`src/rtl/missile_pkg.sv`:
```
// rtl/missile_pkg.sv - shared geometry, colours, FSM states and LFSR helper for the missile path generator
package missile_pkg;

    localparam int X_W      = 8;
    localparam int Y_W      = 7;
    localparam int SCREEN_W = 160;
    localparam int SCREEN_H = 120;

    localparam logic [2:0] BLACK = 3'b000;
    localparam logic [2:0] RED   = 3'b100;

    // Feedback taps for x^8+x^6+x^5+x^4+1, shift-left Fibonacci form
    localparam logic [7:0] LFSR_SEED = 8'hA5;
    localparam logic [7:0] LFSR_TAPS = 8'b1011_1000;

    function automatic logic [7:0] lfsr_next(input logic [7:0] s);
        return {s[6:0], ^(s & LFSR_TAPS)};
    endfunction

    typedef enum logic [2:0] {
        S_IDLE,
        S_SPAWN,
        S_EMIT,
        S_WAIT
`ifdef ERASE_EN
        ,
        S_ERASE
`endif
    } state_t;

endpackage

```
`src/rtl/line_stepper.sv`:
```
// rtl/line_stepper.sv - Bresenham core walking from (x0,0) to (x1,SCREEN_H-1), one pixel per step
module line_stepper
    import missile_pkg::*;
(
    input  logic           clk,
    input  logic           rst,
    input  logic           init_i,
    input  logic           step_i,
    input  logic [X_W-1:0] x0_i,
    input  logic [X_W-1:0] x1_i,
    output logic [X_W-1:0] x_o,
    output logic [Y_W-1:0] y_o,
    output logic           done_o
);

    localparam int EW = X_W + 2;
    localparam logic [Y_W-1:0] Y_LAST = Y_W'(SCREEN_H - 1);
    localparam logic signed [EW:0] DY = $signed((EW + 1)'(SCREEN_H - 1));

    logic [X_W-1:0]       x_q, x_d, x1_q, x1_d, dx_q, dx_d;
    logic [Y_W-1:0]       y_q, y_d;
    logic signed [EW-1:0] err_q, err_d;
    logic                 dir_q, dir_d;
    logic signed [EW:0]   e2, dx_s, err_w;

    always_comb begin
        x_d   = x_q;
        y_d   = y_q;
        x1_d  = x1_q;
        dx_d  = dx_q;
        err_d = err_q;
        dir_d = dir_q;
        dx_s  = $signed({3'b000, dx_q});
        e2    = $signed({err_q, 1'b0});
        err_w = {err_q[EW-1], err_q};
        if (init_i) begin
            x_d   = x0_i;
            y_d   = '0;
            x1_d  = x1_i;
            dir_d = (x1_i >= x0_i);
            dx_d  = dir_d ? (x1_i - x0_i) : (x0_i - x1_i);
            err_w = $signed({3'b000, dx_d}) - DY;
            err_d = err_w[EW-1:0];
        end else if (step_i) begin
            // Both tests use the pre-step e2 so a diagonal move can happen in one step
            if (e2 > -DY) begin
                err_w = err_w - DY;
                x_d   = dir_q ? (x_q + X_W'(1)) : (x_q - X_W'(1));
            end
            if (e2 < dx_s) begin
                err_w = err_w + dx_s;
                y_d   = y_q + Y_W'(1);
            end
            err_d = err_w[EW-1:0];
        end
    end

    always_ff @(posedge clk or negedge rst) begin
        if (!rst) begin
            x_q   <= '0;
            y_q   <= '0;
            x1_q  <= '0;
            dx_q  <= '0;
            err_q <= '0;
            dir_q <= 1'b0;
        end else begin
            x_q   <= x_d;
            y_q   <= y_d;
            x1_q  <= x1_d;
            dx_q  <= dx_d;
            err_q <= err_d;
            dir_q <= dir_d;
        end
    end

    assign x_o    = x_q;
    assign y_o    = y_q;
    assign done_o = (y_q == Y_LAST) && (x_q == x1_q);

endmodule

```
`src/rtl/missile_path_gen.sv`:
```
// rtl/missile_path_gen.sv - enemy missile pixel stream: spawn, paced Bresenham walk, impact/kill
// Define ERASE_EN to replay the accepted trail in black after a kill.
module missile_path_gen
    import missile_pkg::*;
#(
    parameter int         STEP_DIV = 4,
    parameter logic [2:0] MCOLOUR  = RED
) (
    input  logic           clk,
    input  logic           rst,
    input  logic           frame_tick,
    input  logic           launch,
    input  logic [X_W-1:0] target_x,
    input  logic           kill,
    output logic [X_W-1:0] out_x,
    output logic [Y_W-1:0] out_y,
    output logic [2:0]     out_colour,
    output logic           out_valid,
    input  logic           out_ready,
    output logic           active,
    output logic           impact,
    output logic [X_W-1:0] impact_x
);

    localparam int TW = (STEP_DIV > 1) ? $clog2(STEP_DIV) : 1;
    localparam logic [TW-1:0] TICK_LAST = TW'(STEP_DIV - 1);
    localparam int CW = X_W + 1;

    state_t         state_q, state_d;
    logic [7:0]     lfsr_q, lfsr_d;
    logic [X_W-1:0] tgt_q, tgt_d, sx_q, sx_d, impact_x_q, impact_x_d;
    logic [TW-1:0]  tick_q, tick_d;
    logic [CW-1:0]  pix_cnt_q, pix_cnt_d;
`ifdef ERASE_EN
    logic [CW-1:0]  erase_cnt_q, erase_cnt_d;
`endif
    logic           kill_pend_q, kill_pend_d, impact_q, impact_d;
    logic           st_init, st_step, st_done, end_flight, valid;
    logic [X_W-1:0] st_x;
    logic [Y_W-1:0] st_y;
    logic [2:0]     colour;

    line_stepper u_stepper (
        .clk    (clk),
        .rst    (rst),
        .init_i (st_init),
        .step_i (st_step),
        .x0_i   (sx_q),
        .x1_i   (tgt_q),
        .x_o    (st_x),
        .y_o    (st_y),
        .done_o (st_done)
    );

    always_comb begin
        state_d     = state_q;
        lfsr_d      = lfsr_q;
        tgt_d       = tgt_q;
        sx_d        = sx_q;
        impact_x_d  = impact_x_q;
        tick_d      = tick_q;
        pix_cnt_d   = pix_cnt_q;
`ifdef ERASE_EN
        erase_cnt_d = erase_cnt_q;
`endif
        kill_pend_d = kill_pend_q;
        impact_d    = 1'b0;
        st_init     = 1'b0;
        st_step     = 1'b0;
        end_flight  = 1'b0;
        valid       = 1'b0;
        colour      = BLACK;
        case (state_q)
            S_IDLE: begin
                if (launch) begin
                    tgt_d       = (target_x > X_W'(SCREEN_W - 1)) ? X_W'(SCREEN_W - 1) : target_x;
                    sx_d        = (lfsr_q >= 8'(SCREEN_W)) ? X_W'(lfsr_q - 8'(SCREEN_W)) : X_W'(lfsr_q);
                    lfsr_d      = lfsr_next(lfsr_q);
                    impact_x_d  = '0;
                    pix_cnt_d   = '0;
                    kill_pend_d = 1'b0;
                    state_d     = S_SPAWN;
                end
            end
            S_SPAWN: begin
                st_init = 1'b1;
                tick_d  = '0;
                state_d = S_EMIT;
            end
            S_EMIT: begin
                valid  = 1'b1;
                colour = MCOLOUR;
                if (out_ready) begin
                    // Reaching the ground beats any kill seen during this pixel
                    if (st_done) begin
                        impact_d   = 1'b1;
                        impact_x_d = st_x;
                        state_d    = S_IDLE;
                    end else begin
                        pix_cnt_d = pix_cnt_q + CW'(1);
                        if (kill || kill_pend_q) begin
                            end_flight = 1'b1;
                        end else begin
                            st_step = 1'b1;
                            tick_d  = '0;
                            state_d = S_WAIT;
                        end
                    end
                end else if (kill) begin
                    kill_pend_d = 1'b1;
                end
            end
            S_WAIT: begin
                if (kill) begin
                    end_flight = 1'b1;
                end else if (frame_tick) begin
                    if (tick_q == TICK_LAST) begin
                        tick_d  = '0;
                        state_d = S_EMIT;
                    end else begin
                        tick_d = tick_q + TW'(1);
                    end
                end
            end
`ifdef ERASE_EN
            S_ERASE: begin
                valid  = 1'b1;
                colour = BLACK;
                if (out_ready) begin
                    if ((erase_cnt_q + CW'(1)) == pix_cnt_q) begin
                        state_d = S_IDLE;
                    end else begin
                        erase_cnt_d = erase_cnt_q + CW'(1);
                        st_step     = 1'b1;
                    end
                end
            end
`endif
            default: state_d = S_IDLE;
        endcase
        if (end_flight) begin
            kill_pend_d = 1'b0;
`ifdef ERASE_EN
            state_d     = S_ERASE;
            st_init     = 1'b1;
            erase_cnt_d = '0;
`else
            state_d     = S_IDLE;
`endif
        end
    end

    always_ff @(posedge clk or negedge rst) begin
        if (!rst) begin
            state_q     <= S_IDLE;
            lfsr_q      <= LFSR_SEED;
            tgt_q       <= '0;
            sx_q        <= '0;
            impact_x_q  <= '0;
            tick_q      <= '0;
            pix_cnt_q   <= '0;
`ifdef ERASE_EN
            erase_cnt_q <= '0;
`endif
            kill_pend_q <= 1'b0;
            impact_q    <= 1'b0;
        end else begin
            state_q     <= state_d;
            lfsr_q      <= lfsr_d;
            tgt_q       <= tgt_d;
            sx_q        <= sx_d;
            impact_x_q  <= impact_x_d;
            tick_q      <= tick_d;
            pix_cnt_q   <= pix_cnt_d;
`ifdef ERASE_EN
            erase_cnt_q <= erase_cnt_d;
`endif
            kill_pend_q <= kill_pend_d;
            impact_q    <= impact_d;
        end
    end

    assign out_valid  = valid;
    assign out_x      = valid ? st_x : '0;
    assign out_y      = valid ? st_y : '0;
    assign out_colour = colour;
    assign active     = (state_q != S_IDLE);
    assign impact     = impact_q;
    assign impact_x   = impact_x_q;

endmodule

```
`config.mk`:
```
export PLATFORM = sky130hd
export DESIGN_NAME = missile_path_gen
export DESIGN_NICKNAME = d
export VERILOG_FILES = /design/src/rtl/missile_pkg.sv /design/src/rtl/line_stepper.sv /design/src/rtl/missile_path_gen.sv
export SDC_FILE = /design/constraint.sdc
export NUM_CORES = 1
export LEC_CHECK = 0
export CORE_UTILIZATION = 35
export DETAILED_ROUTE_END_ITERATION = 8
export PLACE_DENSITY = 0.5
export SLEW_MARGIN = 10
export SYNTH_ARGS = -nofsm -noshare
export SYNTH_HDL_FRONTEND = slang
export SYNTH_SLANG_ARGS = --single-unit
```
`constraint.sdc`:
```
create_clock -name clk -period 3.9 [get_ports clk]
set_input_delay 1.17 -clock clk [delete_from_list [all_inputs] [get_ports clk]]
set_output_delay 1.17 -clock clk [all_outputs]
set_load 0.02 [all_outputs]
```
## After elaboration in Yosys (flattened, before gate mapping)

Cells that the tools add are included.

- Register bits after elaboration: 81
- Input bits: 14
- Output and inout bits: 29
- Logic and storage cells: 126

- Add/subtract/negate cells: 10
- Order comparisons: 5
- Equal/unequal tests: 21
- Multiplexer cells: 58
- Reductions and logical operators: 18

Operator list:

| kind | count |
|---|---|
| 2-to-1 mux 8 bit | 11 |
| 2-to-1 mux 10 bit | 6 |
| 2-to-1 mux 7 bit | 4 |
| 2-to-1 mux 3 bit | 9 |
| != test 3 bit, second input constant | 7 |
| 2-to-1 mux 1 bit | 17 |
| case mux 8 bit (2 select lines) | 1 |
| subtractor 8 bit | 2 |
| != test 2 bit, second input constant | 7 |
| 2-to-1 mux 2 bit | 6 |
| case mux 3 bit (4 select lines) | 1 |
| AND reduction 6 bit | 2 |
| greater-than comparator 11 x 8 -> 1 bit, second input constant | 1 |
| < comparator 11 x 9 -> 1 bit | 1 |
| adder 10 x 9 -> 10 bit | 1 |
| subtractor 10 x 8 -> 10 bit, second input constant | 1 |
| nonzero test 3 bit | 3 |
| subtractor 8 x 7 -> 9 bit, second input constant | 1 |
| adder 8 x 1 -> 8 bit, second input constant | 1 |
| equality test 8 bit | 1 |
| >= comparator 8 bit | 1 |
| >= comparator 8 bit, second input constant | 1 |
| greater-than comparator 8 bit, second input constant | 1 |
| AND reduction 4 bit | 2 |
| other kinds (17) | 24 |

## Depth between registers and ports, before layout

Gate-level depths: netlist of run 1.

- Word-level depth: 11
- Depth in mapped cells: 17
- Depth with buffers taken out: 17

## Hierarchy

Synthesis of run 1 repeated with hierarchy kept, for this count alone.

- Cells, all modules: 577
- Area total of the unflattened synthesis: 5,382.7 sq um

Modules (own cells, without submodules):

| module | instances | cells an instance | area an instance (sq um) | seq. area each (sq um) |
|---|---|---|---|---|
| line_stepper | 1 | 415 | 3,677.3 | 1,051.0 |
| missile_path_gen | 1 | 162 | 1,705.4 | 880.8 |

## Worst setup path after synthesis of run 1

Ideal clock, no wire load.

- Kind: reg2reg
- From: reg u_stepper.err_q[0]
- To: reg u_stepper.err_q[9]
- Library setup time: 95 ps
- Arrival: 3,502 ps
- Required time: 3,805 ps
- Setup slack: 303 ps
- Stages on the path, launching flop included: 17
- Buffers on the path: 0
- Period minus slack after synthesis: 3,597 ps
- Cell sequence: dfrtp_1 > inv_1 > ha_1 > inv_1 > a2111oi_0 > o21ai_0 > a21oi_1 > inv_1 > ha_1 > a21o_1 > a21o_1 > a211oi_1 > o21ai_0 > and3_1 > o211a_1 > a31o_2 > o31ai_1

- Word-level cells in the longest chain between the ends: 8
- Elaborated cells between the ends (all ways): 10
- Classes of those cells: 2 x add/sub; 2 x order compare; 6 x mux

RTL lines:

| element | RTL line | text |
|---|---|---|
| start, declared | line_stepper.sv:22 | `logic signed [EW-1:0] err_q, err_d;` |
| start signal, assigned | line_stepper.sv:71 | `err_q <= err_d;` |
| subtractor 10 x 8 -> 10 bit / greater-than comparator 11 x 8 -> 1 bit (equally long branches) | line_stepper.sv:47, line_stepper.sv:46 |  |
| 2-to-1 mux 10 bit | line_stepper.sv:46 | `if (e2 > -DY) begin` |
| 2-to-1 mux 10 bit | line_stepper.sv:44 | `end else if (step_i) begin` |
| 2-to-1 mux 10 bit | line_stepper.sv:36 | `if (init_i) begin` |
| adder 10 x 9 -> 10 bit | line_stepper.sv:51 | `err_w = err_w + dx_s;` |
| 2-to-1 mux 10 bit * | line_stepper.sv:50 | `if (e2 < dx_s) begin` |
| 2-to-1 mux 10 bit * | line_stepper.sv:44 |  |
| 2-to-1 mux 10 bit * | line_stepper.sv:36 |  |

Every way passes the cells marked *; elsewhere a longest branch is shown, timed or not. The select of a mux whose other input is x is not followed.
A chain may end at the register's enable or synchronous reset.

## Final worst setup path of run 1

- From: reg u_stepper.err_q[1]
- To: reg u_stepper.err_q[6]

Same word-level chain as after synthesis.

==> metrics.md, run 1 <==
| Metric | Value |
|---|---|
| DP HPWL | between 9000 and 10000 microns |
| Max stage delay on crit path | 410 ps |
| Num rows | 44 |
| CP cell instances | inv_1, ha_1, inv_1, a2111oi_2, o21a_1, xnor2_1, ha_1, inv_1, fa_1, nor2b_1, o21a_1, o21a_1, o31a_1, a21oi_1, mux2_2, a211oi_1, a31oi_1 |
| CP Capture Type | register |
| Worst hold path class | reg -> reg |
| Crit-path slowest cell | dfrtp_1 |
| Final wirelength | roughly 13000 microns |
| RR Endpoint | u_stepper.err_q[6] |
| GRT Overall Usage | 17.20% |
| Max Cap Viol | 0 |
| Post-route ant nets | 0 |
| First-pass iteration count of the detailed router | 4 |
| Register area share after synthesis | between 30% and 40% |
| Die ar. | 15870 sq um |
| Worst Hold End | lfsr_q[2] |
| Area Growth Syn to Fin | 17.21% |
| First-pass GRT wire length | 21470 microns |
| Via/cell ratio | 5.237 |
| Clock skew | 6.067 ps |
| Num CTS Buffers | 9 |
| Initial antenna violation count | 0 |
| Synth top area share | 33.96% |
| Post-layout net count | 698 |
| Starting Density | roughly 36% |
| CTS tree | built |
| Max Clock Freq | 283.7 MHz |
| Min Tclk post-route | 3525 ps |
| Vias in the first global route | 4276 |
| CTS H-tree depth | 3 |
| Worst hold stages | 2 |
| Bufs and invs on worst path | 3 |
| Largest net degree at the start of global routing | between 70 and 80 |
| CP top delay family | compound AO/OA/AOI/OAI gates |
| Ant diodes | 0 |
| Die Ht | around 130 microns |
| Worst-skew pair later-pin latency | about 340 ps |
| I/O pins | 43 |
| Post-synth EDFFs | 0 |
| Drc violations | 0 |
| Reg2reg path depth | 17 |
| CP Data Arrival Time | 3730 ps |
| Synth area leaders | dfrtp_1 (34%), ha_1 (10%), o21ai_0 (4.9%) |
| Die W | between 100 and 150 microns |
| CP startpoint kind | register |
| DRT iter0 DRCs | 294 |
| Syn_area_per_cell | 8.995 sq um |
| Root Buffer | clkbuf_16 |
| Area leader, netlist | dfrtp_1 |
| Syn Inst Count | 598 |
| Setup Fix Bufs, Post-CTS | 0 |
| Synth warnings | 0 |
| Share of synthesized registers carrying an async set or reset | 100.0% |
| GPL Wtd Cong | 0.8613 |
| Tcrit/Tclk final | between 90% and 100% |
| RSZ-0062 raised after global routing | false |
| Final hold viol count | 0 |
| Synth cell types | 63 |
| Ys flop type | dfrtp_1 |
| Routed vias | 4326 |
| CTS Buffer Depth | 2 |
| Post-synthesis cell area | 5379 sq um |
| Status | completed |
| Max-slew headroom | ~33% |
| Measured slew at the worst slew-check pin | 1007 ps |
| Worst R2R Start | u_stepper.err_q[1] |
| Reg-to-reg slack, setup | 370 ps |
| Critical Path RT | 4110 ps |
| Final Slew Violations | 0 |
| Synthesized flop and latch total | a little under 80 |
| Setup TNS | 0 ps |
| Gr ovfl total | 0 |
| Setup violators final | 0 |
| Share of layout cells above drive strength 1 | under 10% |
| Hold Crit Start | lfsr_q[2] |
| Core Region | 14750 sq um |
| CTS Sinks | 77 |
| Clk slew on worst S/H paths | 60 ps |
| Worst setup path class | reg -> reg |
| Critical path fanouts, max | 5 |
| Routed WL per cell | 15.58 microns |
| PortBufs | 40 |
## per-layer routing
metal  vias to the layer above  part of all wire, %  track usage [%]
li1                       2165                    -                -
met4                         0                  1.6            4.890
met2                        64                   45            27.69
met3                        12                  3.4            4.121
met1                      2085                   49            22.97
met5                         -                    0                0
## worst reg2reg max path, stage by stage, from the launching register on
cell and delay (ps):
dfrtp_1 410, inv_1 90, ha_1 140, inv_1 40, a2111oi_2 380, o21a_1 300
xnor2_1 150, ha_1 190, inv_1 60, fa_1 400, nor2b_1 130, o21a_1 140
o21a_1 160, o31a_1 160, a21oi_1 50, mux2_2 260, a211oi_1 260, a31oi_1 60
## worst max path at each step
stage                                  start                 end  slack [ps]  cells past startpoint
after floorplan           u_stepper.err_q[0]  u_stepper.err_q[9]         300                     16
after global placement    u_stepper.err_q[1]  u_stepper.err_q[9]         240                     16
after detailed placement  u_stepper.err_q[1]  u_stepper.err_q[9]         170                     16
after CTS                 u_stepper.err_q[1]  u_stepper.err_q[9]         160                     16
after global routing      u_stepper.err_q[1]  u_stepper.err_q[9]          50                     16
final                     u_stepper.err_q[1]  u_stepper.err_q[6]         370                     17
## cells by family after synthesis
| kind of cell | synth area share, % |
|---|---|
| other | 0.06972 |
| adders and majority gates | 11.49 |
| xor gates and xnor gates | 6.653 |
| and+or+nand+nor | 16.66 |
| buffers and inverters | 5.257 |
| AOI/OAI and AO/OA | 18.75 |
| DFF | 35.92 |
| muxes | 5.210 |
## repair_timing
item | 4_1_cts | 5_1_grt
resized for setup | 0 | 3
hold endpoints to repair | 0 | 0
endpoints found under the setup margin | 0 | 4
hold buffers | 0 | 0
## state kept, by name, indices dropped and copies added, names as in the netlist, 7 cells and up
name	flops
u_stepper.x1_q	8
u_stepper.y_o	7
lfsr_q	8
impact_x	8
u_stepper.err_q	10
u_stepper.dx_q	8
tgt_q	8
u_stepper.x_o	8
## metrics by stage
stage	util [%]	instances	cell area (sq um)	hold WS, ps	worst slack [ps]
finish	42.73	826	6305	468.7	374.8
CTS	42.69	826	6299	476.5	163.3
floorplan	-	599	5383	446.5	302.9
global placement	40.60	810	5989	460.4	239.4
detailed placement	40.60	810	5989	467.3	172.5
global route	42.73	826	6305	483.6	54.58
## synthesized netlist by cell type, types with 4 or more instances
cell      number
and2_1        17
and3_1         7
nor2b_1       10
a211oi_1       7
o21bai_1       8
a221o_1        6
nor2_1        41
mux2_2        12
nand3b_1       4
o21ai_0       53
clkbuf_1      16
nand2_1       52
a21oi_1       35
fa_1           4
buf_4          4
dfstp_2        4
dfrtp_1       73
ha_1          43
xor2_1        20
xnor2_1       19
nand4_1        6
or2_2          5
inv_1         43
nand3_1       10
a21o_1        11
mux2i_1       13
nand2b_1       4
buf_1          4
o21a_1         8
nor3_1         9
## cell type report
cell class | count | area, sq um
clock inverter | 4 | 72.57
inverter | 43 | 161.4
multi-input combinational | 453 | 3177
sequential | 77 | 1932
timing repair buffer | 53 | 495.5
clock buffer | 12 | 236.5
fill | 1494 | 8449
tap | 184 | 230.2
## cell usage in the layout (no fill, tap or decap), types with 10 or more instances in the layout
cell type	n
dfrtp_1	73
o21ai_0	52
nand2_1	52
inv_1	43
ha_1	43
nor2_1	41
clkdlybuf4s50_1	39
a21oi_1	35
xor2_1	20
xnor2_1	19
and2_1	17
buf_4	14
mux2i_1	13
mux2_2	12
a21o_1	11
nand3_1	10
Power of run 1 is left out: the tool's default activity adds up to more than one toggle a clock period on the data nets, which glitch-free logic cannot reach.
==> inputs of run 2 (changes only) <==
- CTS_CLUSTER_SIZE: unset -> 10
==> results of run 2 <==
No change in the layout: final DEF, timing and power equal those of run 1.
Power of run 2 is left out for the same reason.
